$ cat config.mk
export PLATFORM = sky130hd
export DESIGN_NAME = match_accum_pipe_flat
export DESIGN_NICKNAME = d
export VERILOG_FILES = /design/src/rtl/match_pkg.sv /design/src/rtl/match_accum_pipe_if.sv /design/src/rtl/match_accum_alu.sv /design/src/rtl/match_accum_pipe.sv /design/src/flat_wrapper.sv
export SDC_FILE = /design/constraint.sdc
export NUM_CORES = 1
export LEC_CHECK = 0
export CAP_MARGIN = 20
export CORE_ASPECT_RATIO = 1.2
export CORE_MARGIN = 5
export CORE_UTILIZATION = 55
export DETAILED_ROUTE_END_ITERATION = 6
export GPL_ROUTABILITY_DRIVEN = 0
export HOLD_SLACK_MARGIN = 0.03
export PLACE_DENSITY = 0.81
export SLEW_MARGIN = 10
export SYNTH_ARGS = -nofsm -noshare
export SYNTH_HDL_FRONTEND = slang
export SYNTH_SLANG_ARGS = --single-unit
$ cat constraint.sdc
create_clock -name _i_clk -period 3.9 [get_ports _i_clk]
set_input_delay 0.78 -clock _i_clk [delete_from_list [all_inputs] [get_ports _i_clk]]
set_output_delay 0.78 -clock _i_clk [all_outputs]
set_load 0.01 [all_outputs]
$ cat src/rtl/match_pkg.sv
// rtl/match_pkg.sv - shared tag constants and default widths for the match accumulator
package match_pkg;

    localparam int DEF_WIDTH    = 8;
    localparam int DEF_CHANNELS = 4;
    localparam int DEF_TAG_W    = 8;

    localparam int TAG_CLEAR = 0;
    localparam int TAG_ADD   = 1;
    localparam int TAG_SET   = 2;
    localparam int TAG_HOLD  = 3;
    localparam int TAG_ADD2  = 4;

endpackage

$ cat src/rtl/match_accum_pipe_if.sv
// rtl/match_accum_pipe_if.sv - command/result handshake bundle for match_accum_pipe
interface match_accum_pipe_if #(
    parameter int WIDTH = 8,
    parameter int CH_W  = 2,
    parameter int TAG_W = 8
);
    logic             _i_valid;
    logic             _o_ready;
    logic [TAG_W-1:0] _i_tag;
    logic [WIDTH-1:0] _i_payload;
    logic [CH_W-1:0]  _i_chan;
    logic             _o_valid;
    logic             _i_ready;
    logic [WIDTH-1:0] __output;
    logic [CH_W-1:0]  _o_chan;
    logic             _o_err;

    modport master (
        output _i_valid, _i_tag, _i_payload, _i_chan, _i_ready,
        input  _o_ready, _o_valid, __output, _o_chan, _o_err
    );

    modport slave (
        input  _i_valid, _i_tag, _i_payload, _i_chan, _i_ready,
        output _o_ready, _o_valid, __output, _o_chan, _o_err
    );
endinterface

$ cat src/rtl/match_accum_alu.sv
// rtl/match_accum_alu.sv - combinational tag decode and accumulator update
module match_accum_alu
    import match_pkg::*;
#(
    parameter int WIDTH = DEF_WIDTH,
    parameter int TAG_W = DEF_TAG_W
) (
    input  logic [TAG_W-1:0] tag,
    input  logic [WIDTH-1:0] payload,
    input  logic [WIDTH-1:0] acc,
    input  logic             chan_ok,
    output logic [WIDTH-1:0] next_acc,
    output logic             write_en,
    output logic             err
);

    always_comb begin
        next_acc = acc;
        write_en = 1'b0;
        err      = 1'b0;
        // An out-of-range channel overrides the tag entirely.
        if (!chan_ok) begin
            next_acc = '0;
            err      = 1'b1;
        end else begin
            case (tag)
                TAG_W'(TAG_CLEAR): begin
                    next_acc = '0;
                    write_en = 1'b1;
                end
                TAG_W'(TAG_ADD): begin
                    next_acc = acc + payload;
                    write_en = 1'b1;
                end
                TAG_W'(TAG_SET): begin
                    next_acc = payload;
                    write_en = 1'b1;
                end
                TAG_W'(TAG_HOLD): begin
                    next_acc = acc;
                end
                TAG_W'(TAG_ADD2): begin
                    next_acc = acc + WIDTH'(2);
                    write_en = 1'b1;
                end
                default: begin
                    err = 1'b1;
                end
            endcase
        end
    end

endmodule

$ cat src/rtl/match_accum_pipe.sv
// rtl/match_accum_pipe.sv - multi-channel tagged accumulator with registered back-pressurable result
module match_accum_pipe
    import match_pkg::*;
#(
    parameter int WIDTH    = DEF_WIDTH,
    parameter int CHANNELS = DEF_CHANNELS,
    parameter int CH_W     = (CHANNELS > 1) ? $clog2(CHANNELS) : 1,
    parameter int TAG_W    = DEF_TAG_W
) (
    input  logic         _i_clk,
    input  logic         _i_rst_n,
    match_accum_pipe_if.slave bus
);

    logic [WIDTH-1:0] acc_q [CHANNELS];
    logic [WIDTH-1:0] acc_sel;
    logic [WIDTH-1:0] next_acc;
    logic             write_en;
    logic             alu_err;
    logic             chan_ok;
    logic             accept;

    logic             out_valid_q;
    logic [WIDTH-1:0] out_data_q;
    logic [CH_W-1:0]  out_chan_q;
    logic             out_err_q;

    assign bus._o_ready = !out_valid_q || bus._i_ready;
    assign accept       = bus._i_valid && bus._o_ready;
    assign chan_ok      = (32'(bus._i_chan) < CHANNELS);

    // Mux by compare so a channel id past CHANNELS never indexes the array.
    always_comb begin
        acc_sel = '0;
        for (int i = 0; i < CHANNELS; i++) begin
            if (bus._i_chan == CH_W'(i)) begin
                acc_sel = acc_q[i];
            end
        end
    end

    match_accum_alu #(
        .WIDTH (WIDTH),
        .TAG_W (TAG_W)
    ) u_alu (
        .tag      (bus._i_tag),
        .payload  (bus._i_payload),
        .acc      (acc_sel),
        .chan_ok  (chan_ok),
        .next_acc (next_acc),
        .write_en (write_en),
        .err      (alu_err)
    );

    always_ff @(posedge _i_clk or negedge _i_rst_n) begin
        if (!_i_rst_n) begin
            for (int i = 0; i < CHANNELS; i++) begin
                acc_q[i] <= '0;
            end
        end else if (accept && write_en) begin
            for (int i = 0; i < CHANNELS; i++) begin
                if (bus._i_chan == CH_W'(i)) begin
                    acc_q[i] <= next_acc;
                end
            end
        end
    end

    always_ff @(posedge _i_clk or negedge _i_rst_n) begin
        if (!_i_rst_n) begin
            out_valid_q <= 1'b0;
            out_data_q  <= '0;
            out_chan_q  <= '0;
            out_err_q   <= 1'b0;
        end else if (accept) begin
            out_valid_q <= 1'b1;
            out_data_q  <= next_acc;
            out_chan_q  <= bus._i_chan;
            out_err_q   <= alu_err;
        end else if (bus._i_ready) begin
            out_valid_q <= 1'b0;
        end
    end

    assign bus._o_valid = out_valid_q;
    assign bus.__output = out_data_q;
    assign bus._o_chan  = out_chan_q;
    assign bus._o_err   = out_err_q;

    a_stall_stable: assert property (@(posedge _i_clk) disable iff (!_i_rst_n)
        (out_valid_q && !bus._i_ready) |=> $stable({out_data_q, out_chan_q, out_err_q}));

    a_no_x: assert property (@(posedge _i_clk) disable iff (!_i_rst_n)
        !$isunknown({bus._o_ready, out_valid_q, out_data_q, out_chan_q, out_err_q}));

endmodule
$ cat src/flat_wrapper.sv
// flat-port wrapper written by rule: the top's interface ports become plain ports
module match_accum_pipe_flat import match_pkg::*;
#(
    parameter int WIDTH    = DEF_WIDTH,
    parameter int CHANNELS = DEF_CHANNELS,
    parameter int CH_W     = (CHANNELS > 1) ? $clog2(CHANNELS) : 1,
    parameter int TAG_W    = DEF_TAG_W
)
  (_i_clk, _i_rst_n, bus__i_valid, bus__i_tag, bus__i_payload, bus__i_chan, bus__i_ready, bus__o_ready, bus__o_valid, bus___output, bus__o_chan, bus__o_err);
  match_accum_pipe_if #(.WIDTH(WIDTH), .CH_W(CH_W), .TAG_W(TAG_W)) bus_i ();
  input  logic _i_clk;
  input  logic _i_rst_n;
  input wire logic [$bits(bus_i._i_valid)-1:0] bus__i_valid;
  input wire logic [$bits(bus_i._i_tag)-1:0] bus__i_tag;
  input wire logic [$bits(bus_i._i_payload)-1:0] bus__i_payload;
  input wire logic [$bits(bus_i._i_chan)-1:0] bus__i_chan;
  input wire logic [$bits(bus_i._i_ready)-1:0] bus__i_ready;
  output wire logic [$bits(bus_i._o_ready)-1:0] bus__o_ready;
  output wire logic [$bits(bus_i._o_valid)-1:0] bus__o_valid;
  output wire logic [$bits(bus_i.__output)-1:0] bus___output;
  output wire logic [$bits(bus_i._o_chan)-1:0] bus__o_chan;
  output wire logic [$bits(bus_i._o_err)-1:0] bus__o_err;
  assign bus_i._i_valid = bus__i_valid;
  assign bus_i._i_tag = bus__i_tag;
  assign bus_i._i_payload = bus__i_payload;
  assign bus_i._i_chan = bus__i_chan;
  assign bus_i._i_ready = bus__i_ready;
  assign bus__o_ready = bus_i._o_ready;
  assign bus__o_valid = bus_i._o_valid;
  assign bus___output = bus_i.__output;
  assign bus__o_chan = bus_i._o_chan;
  assign bus__o_err = bus_i._o_err;
  match_accum_pipe #(.WIDTH(WIDTH), .CHANNELS(CHANNELS), .CH_W(CH_W), .TAG_W(TAG_W)) u_core (._i_clk(_i_clk), ._i_rst_n(_i_rst_n), .bus(bus_i));
endmodule
Word level (Yosys, flattened, before mapping) --
Cells that the tools add are included.
Storage, ports and cells: word-level logic and storage cells 39, bits of input ports 22, output and inout bits 13, register bits 44
Cells by class: equality and inequality tests 7, reductions and logical operators 13, add/subtract/negate cells 2, mux-type cells 9
Operators by type and width (count):
- 2-to-1 mux 8 bit | 4
- one-hot mux 8 bit (4 select lines) | 1
- equality test 8 x 2 -> 1 bit (second input constant) | 2
- adder 8 x 2 -> 8 bit (second input constant) | 1
- adder 8 bit | 1
- equality test 8 x 1 -> 1 bit (second input constant) | 1
- equality test 8 x 3 -> 1 bit (second input constant) | 1
- logical NOT 8 bit | 1
- AND reduction 2 bit | 4
- OR reduction 5 bit | 1
- equality test 2 bit (second input constant) | 2
- 2-to-1 mux 1 bit | 4
- OR reduction 4 bit | 1
- equality test 2 x 1 -> 1 bit (second input constant) | 1
- logical AND 1 bit | 2
- logical NOT 2 bit | 1
- nonzero test 2 bit | 1
- logical NOT 1 bit | 1
- logical OR 1 bit | 1

Longest topological paths before layout --
word-level depth 7, mapped depth 12, depth with buffers taken out 10

Cells and area by module --
From an unflattened synthesis, not the netlist that was laid out.
Second synthesis, totals: cell total of the unflattened synthesis 217, area, all modules 2662.6 µm²
By module, submodules not included:
- match_accum_pipe | sequential area each 1101.1 µm², times used 1, area an instance 1926.8 µm², cells an instance 110
- match_accum_alu | sequential area each 0.0 µm², times used 1, area an instance 735.7 µm², cells an instance 107

Worst setup path after synthesis --
No wires, ideal clock.
path type input-to-reg, start input bus__i_chan[0], end register u_core.out_data_q[5], in the netlist u_core.bus.__output[5], setup time 0.125 ns, buffers on the path 2, arrival time 3.162 ns, required time 3.775 ns, stages on the path 10, setup slack 0.614 ns, path through buf_2 buf_2 mux4_2 ha_1 a21o_1 and4_1 or3_1 a32oi_1 o21ai_2 mux2_2
On the way: word-level cells in the longest chain between the ends 7, elaborated cells on any way between the ends 11, classes of those cells add/sub: 2; eq/ne: 3; mux: 5; reduce/logical: 1
RTL lines:
- from (decl) | RTL line flat_wrapper.sv:16 | input wire logic [$bits(bus_i._i_chan)-1:0] bus__i_chan;
- logical NOT 2 bit | RTL line match_accum_pipe.sv:36 | if (bus._i_chan == CH_W'(i)) begin
- 2-to-1 mux 8 bit (3 in series) | RTL line match_accum_pipe.sv:36
- 2-to-1 mux 8 bit (*) | RTL line match_accum_pipe.sv:36
- adder 8 x 2 -> 8 bit or adder 8 bit (tied branches) | RTL line match_accum_alu.sv:43, match_accum_alu.sv:32
- one-hot mux 8 bit (4 select lines) (*) | RTL line match_accum_alu.sv:26 | case (tag)
- to (signal assigned) | RTL line match_accum_pipe.sv:77 | out_data_q <= next_acc;
- to (decl) | RTL line match_accum_pipe.sv:24 | logic [WIDTH-1:0] out_data_q;
Every way passes the cells marked *; elsewhere a longest branch is shown, timed or not. A chain may end at the register's enable or synchronous reset.

Worst setup path in the final report --
start input bus__i_chan[0], end register u_core.acc_q[5] (netlist bit)
On the way: word-level cells in the longest chain between the ends 7, elaborated cells on any way between the ends 12, classes of those cells add/sub: 2; eq/ne: 3; mux: 5; reduce/logical: 2
RTL lines:
- logical NOT 2 bit | RTL line match_accum_pipe.sv:36
- 2-to-1 mux 8 bit (4 in series) | RTL line match_accum_pipe.sv:36
- adder 8 x 2 -> 8 bit or adder 8 bit (tied branches) | RTL line match_accum_alu.sv:43, match_accum_alu.sv:32
- one-hot mux 8 bit (4 select lines) | RTL line match_accum_alu.sv:26
- to (signal, indexed assignment) | RTL line match_accum_pipe.sv:63 | acc_q[i] <= next_acc;
- to (decl) | RTL line match_accum_pipe.sv:15 | logic [WIDTH-1:0] acc_q [CHANNELS];
Several ways; a longest one is shown, not always the timed one.

==> metrics.md <==
| Metric | Value |
|---|---|
| Sequential area share after synthesis | a little over two fifths |
| Hold Buf Count CTS | 0 |
| Worst Path Required | approximately 4 ns |
| Filler cells | ~360 |
| WS Path Type | input port to register |
| Setup TNS | 0 ns |
| Register area | 0.00110 mm2 |
| Full die area | slightly above 0.006 mm2 |
| Highest Signal Layer | met4 |
| Final total power | ~940 uW |
| Asr flop ratio synth | between 90% and 100% |
| Maximum vdd drop | around 0.00028 V |
| Min Tclk post-route | ~3.5 ns |
| YS warnings | 0 |
| Sw Ratio | roughly 25% |
| Crit path capture type | register |
| Slew headroom | 34.7% |
| Worst-margin pin slew | just under 1 ns |
| CTS tree | yes |
| Largest net degree at the start of global routing | 45 |
| Router iterations before antenna repair | 4 |
| Non-Filler Instances | 359 |
| R2R setup slack | ~1.2 ns |
| Core Rows | 27 |
| Port Buffers | 34 |
| CTS buffer count | 5 |
| Vias per cell | approximately 6.0 |
| CP Launch Type | input port |
| Highest clock rate | roughly 280 MHz |
| Die Y | 85.0 um |
| Internal power | around 700 uW |
| Unique masters post-synth | 44 |
| # setup viols final | 0 |
| Via Count | 2165 |
| Antenna Cells | 0 |
| Setup Skew | between 0.007 and 0.008 ns |
| Psw | approximately 240 uW |
| Main synth FF type | dfrtp_1 |
| Post-synthesis register bit count | 44 |
| M1 WL | roughly 2600 um |
| CTS max path bufs | 2 |
| DP HPWL | 4650 um |
| Mapped Nets | roughly 300 |
| Setup repair bufs after CTS | 0 |
| # resized after CTS | 0 |
| Placeable Area | roughly 0.0046 mm2 |
| Drt total wl | ~6200 um |
| Antenna-violating nets left | 0 |
| Layout cells sized above 1 | ~14% |
| Fin. max-slew vios | 0 |
| Arrival @ worst endpoint | between 3 and 4 ns |
| WL per Instance | between 15 and 20 um |
| Syn Inst Count | 263 |
| Area grow syn2layout | 19.3% |
| Leak Pwr | 0.00131 uW |
| Worst-path clk slew | ~0.07 ns |
| Logic gate share of total power | between 10% and 20% |
| Avg Synthesized Cell Area | just under 10 um2 |
| First-pass GRT wire length | 10800 um |
| Post-Syn Area | about 0.0026 mm2 |
| Root Driver | clkbuf_8 |
| H-tree levels | 2 |
| Final Hold Viols | 0 |
| GRT Resource Usage Total | between 20 and 25% |
| Seq pwr share | a little over half |
| Initial antenna violation count | 0 |
| Width of the die | approximately 72 um |
| Fin crit share | 90.8% |
| Clock share of power | a little under a third |
| Placed Cells | around 350 |
| Max Cap Viol | 0 |
| Post-synth EDFFs | 0 |
| Clock sinks | 44 |
| # IOs | 35 |
| Residual DRC | 0 |
| CP Max Fanout | 15 |
| Area of the multi-input gates | 0.00138 mm2 |
| DR WL met3 | 418 um |
| Met2 WL | roughly 3000 um |
| Nets | between 300 and 400 |
| Hold Crit Class | register to register |
| Power Density | ~300 mW/mm2 |
| 1st-iter DRT viols | ~110 |
| Worst skew pair latency | a little under 0.3 ns |
| Initial Util | 56.5% |
| RSZ-0062 raised after global routing | no |
| Status | complete, no violations |
| Number of global-route vias before repair | approximately 2300 |
| Grt total ovfl | 0 |
[cells in the mapped netlist (2+ instances only)]
| cell type | number | share of area [%] |
|---|---|---|
| nor3_1 | 4 | 0.78 |
| buf_6 | 3 | 1.3 |
| inv_1 | 4 | 0.58 |
| a22o_1 | 2 | 0.68 |
| a21oi_1 | 17 | 3.3 |
| nor2b_1 | 3 | 0.73 |
| a21oi_2 | 6 | 2.0 |
| nor2_1 | 26 | 3.8 |
| a21o_1 | 2 | 0.58 |
| and2_1 | 3 | 0.73 |
| a2111oi_0 | 2 | 0.68 |
| and4_1 | 2 | 0.68 |
| o21ai_0 | 26 | 5.1 |
| nand2_1 | 35 | 5.1 |
| and3_1 | 2 | 0.49 |
| nor3_2 | 2 | 0.78 |
| mux4_2 | 8 | 7.0 |
| mux2_2 | 6 | 2.6 |
| nand2b_1 | 4 | 0.97 |
| or3_1 | 5 | 1.2 |
| xor2_1 | 3 | 1.0 |
| buf_2 | 5 | 0.97 |
| a31oi_1 | 13 | 3.2 |
| dfrtp_1 | 44 | 43 |
| ha_1 | 9 | 4.4 |
| xnor2_1 | 2 | 0.68 |
| nand3_1 | 5 | 0.97 |
| clkbuf_1 | 4 | 0.58 |
[placed cells by master, fill, tap and decap left out, types with 8 or more instances in the layout]
cell type        count
o21ai_0             26
mux4_2               8
dfrtp_1             44
clkdlybuf4s50_1     33
nor2_1              26
buf_4                8
a21oi_1             17
a31oi_1             13
ha_1                 9
nand2_1             35
[worst paths after layout]
check,start,to,depth (start not counted)
max in group asynchronous,_i_rst_n,u_core.bus.__output[2],1
max reg2reg,u_core.acc_q[1],u_core.acc_q[5],8
max,bus__i_chan[0],u_core.acc_q[5],10
min,u_core.bus.__output[2],u_core.bus.__output[2],2
min in group asynchronous,_i_rst_n,u_core.acc_q[6],1
min reg2reg,u_core.bus.__output[2],u_core.bus.__output[2],2
[stage by stage]
stage	utilization, %	hold WS (ns)	instance area (um2)	setup slack [ns]
5_1_grt	67.4	0.504	3070	0.224
3_3_place_gp	65.4	0.461	2980	0.136
3_5_place_dp	65.4	0.465	2980	0.0873
4_1_cts	67.4	0.491	3070	0.399
2_1_floorplan	-	0.441	2570	0.614
6_report	67.4	0.486	3070	0.360
[state kept, by name (all words and copies together) (netlist names)]
signal and flops:
u_core.bus._o_chan 2, u_core.acc_q 32, u_core.bus.__output 8, u_core.bus._o_valid 1, u_core.bus._o_err 1
[per-layer routing]
layer	vias to the layer above	track usage, %
met4	0	8.56
met3	16	3.91
li1	1023	-
met5	-	0
met1	1030	29.1
met2	96	35.8
[power by group through the flow]
| stage | Combinational (uW) | Clock [uW] | Sequential [uW] |
|---|---|---|---|
| 6_report | 165 | 288 | 489 |
| 3_3_place_gp | 161 | 0 | 497 |
| 3_5_place_dp | 164 | 0 | 498 |
| 2_1_floorplan | 82.7 | 0 | 500 |
| 4_1_cts | 165 | 296 | 489 |
| 5_1_grt | 183 | 314 | 492 |
[critical path: stages]
cell,delay (ns)
clkdlybuf4s50_1,0.50
buf_12,0.17
mux4_2,0.58
ha_1,0.37
a21oi_1,0.18
nand2_1,0.11
or3_1,0.36
a32oi_1,0.24
o21ai_2,0.13
mux2_2,0.29
[area by class of cell]
| type | count | area share [%] |
|---|---|---|
| clock buffers | 8 | 2.93 |
| inverters | 4 | 0.489 |
| multi-input cells | 202 | 44.8 |
| flip-flops and latches | 44 | 35.8 |
| well taps | 58 | 2.36 |
| repair buffers | 43 | 13.5 |
[cells by family after synthesis]
kind of cell,after synthesis,synth area share [%]
mux,15,10.2
compound gates,74,17.4
buf+inv,17,3.74
fa+ha+maj,11,5.54
simple gates,97,18.7
xor+xnor,5,1.70
flops,44,42.8
Note: power is estimated with default switching activity, not from simulation.
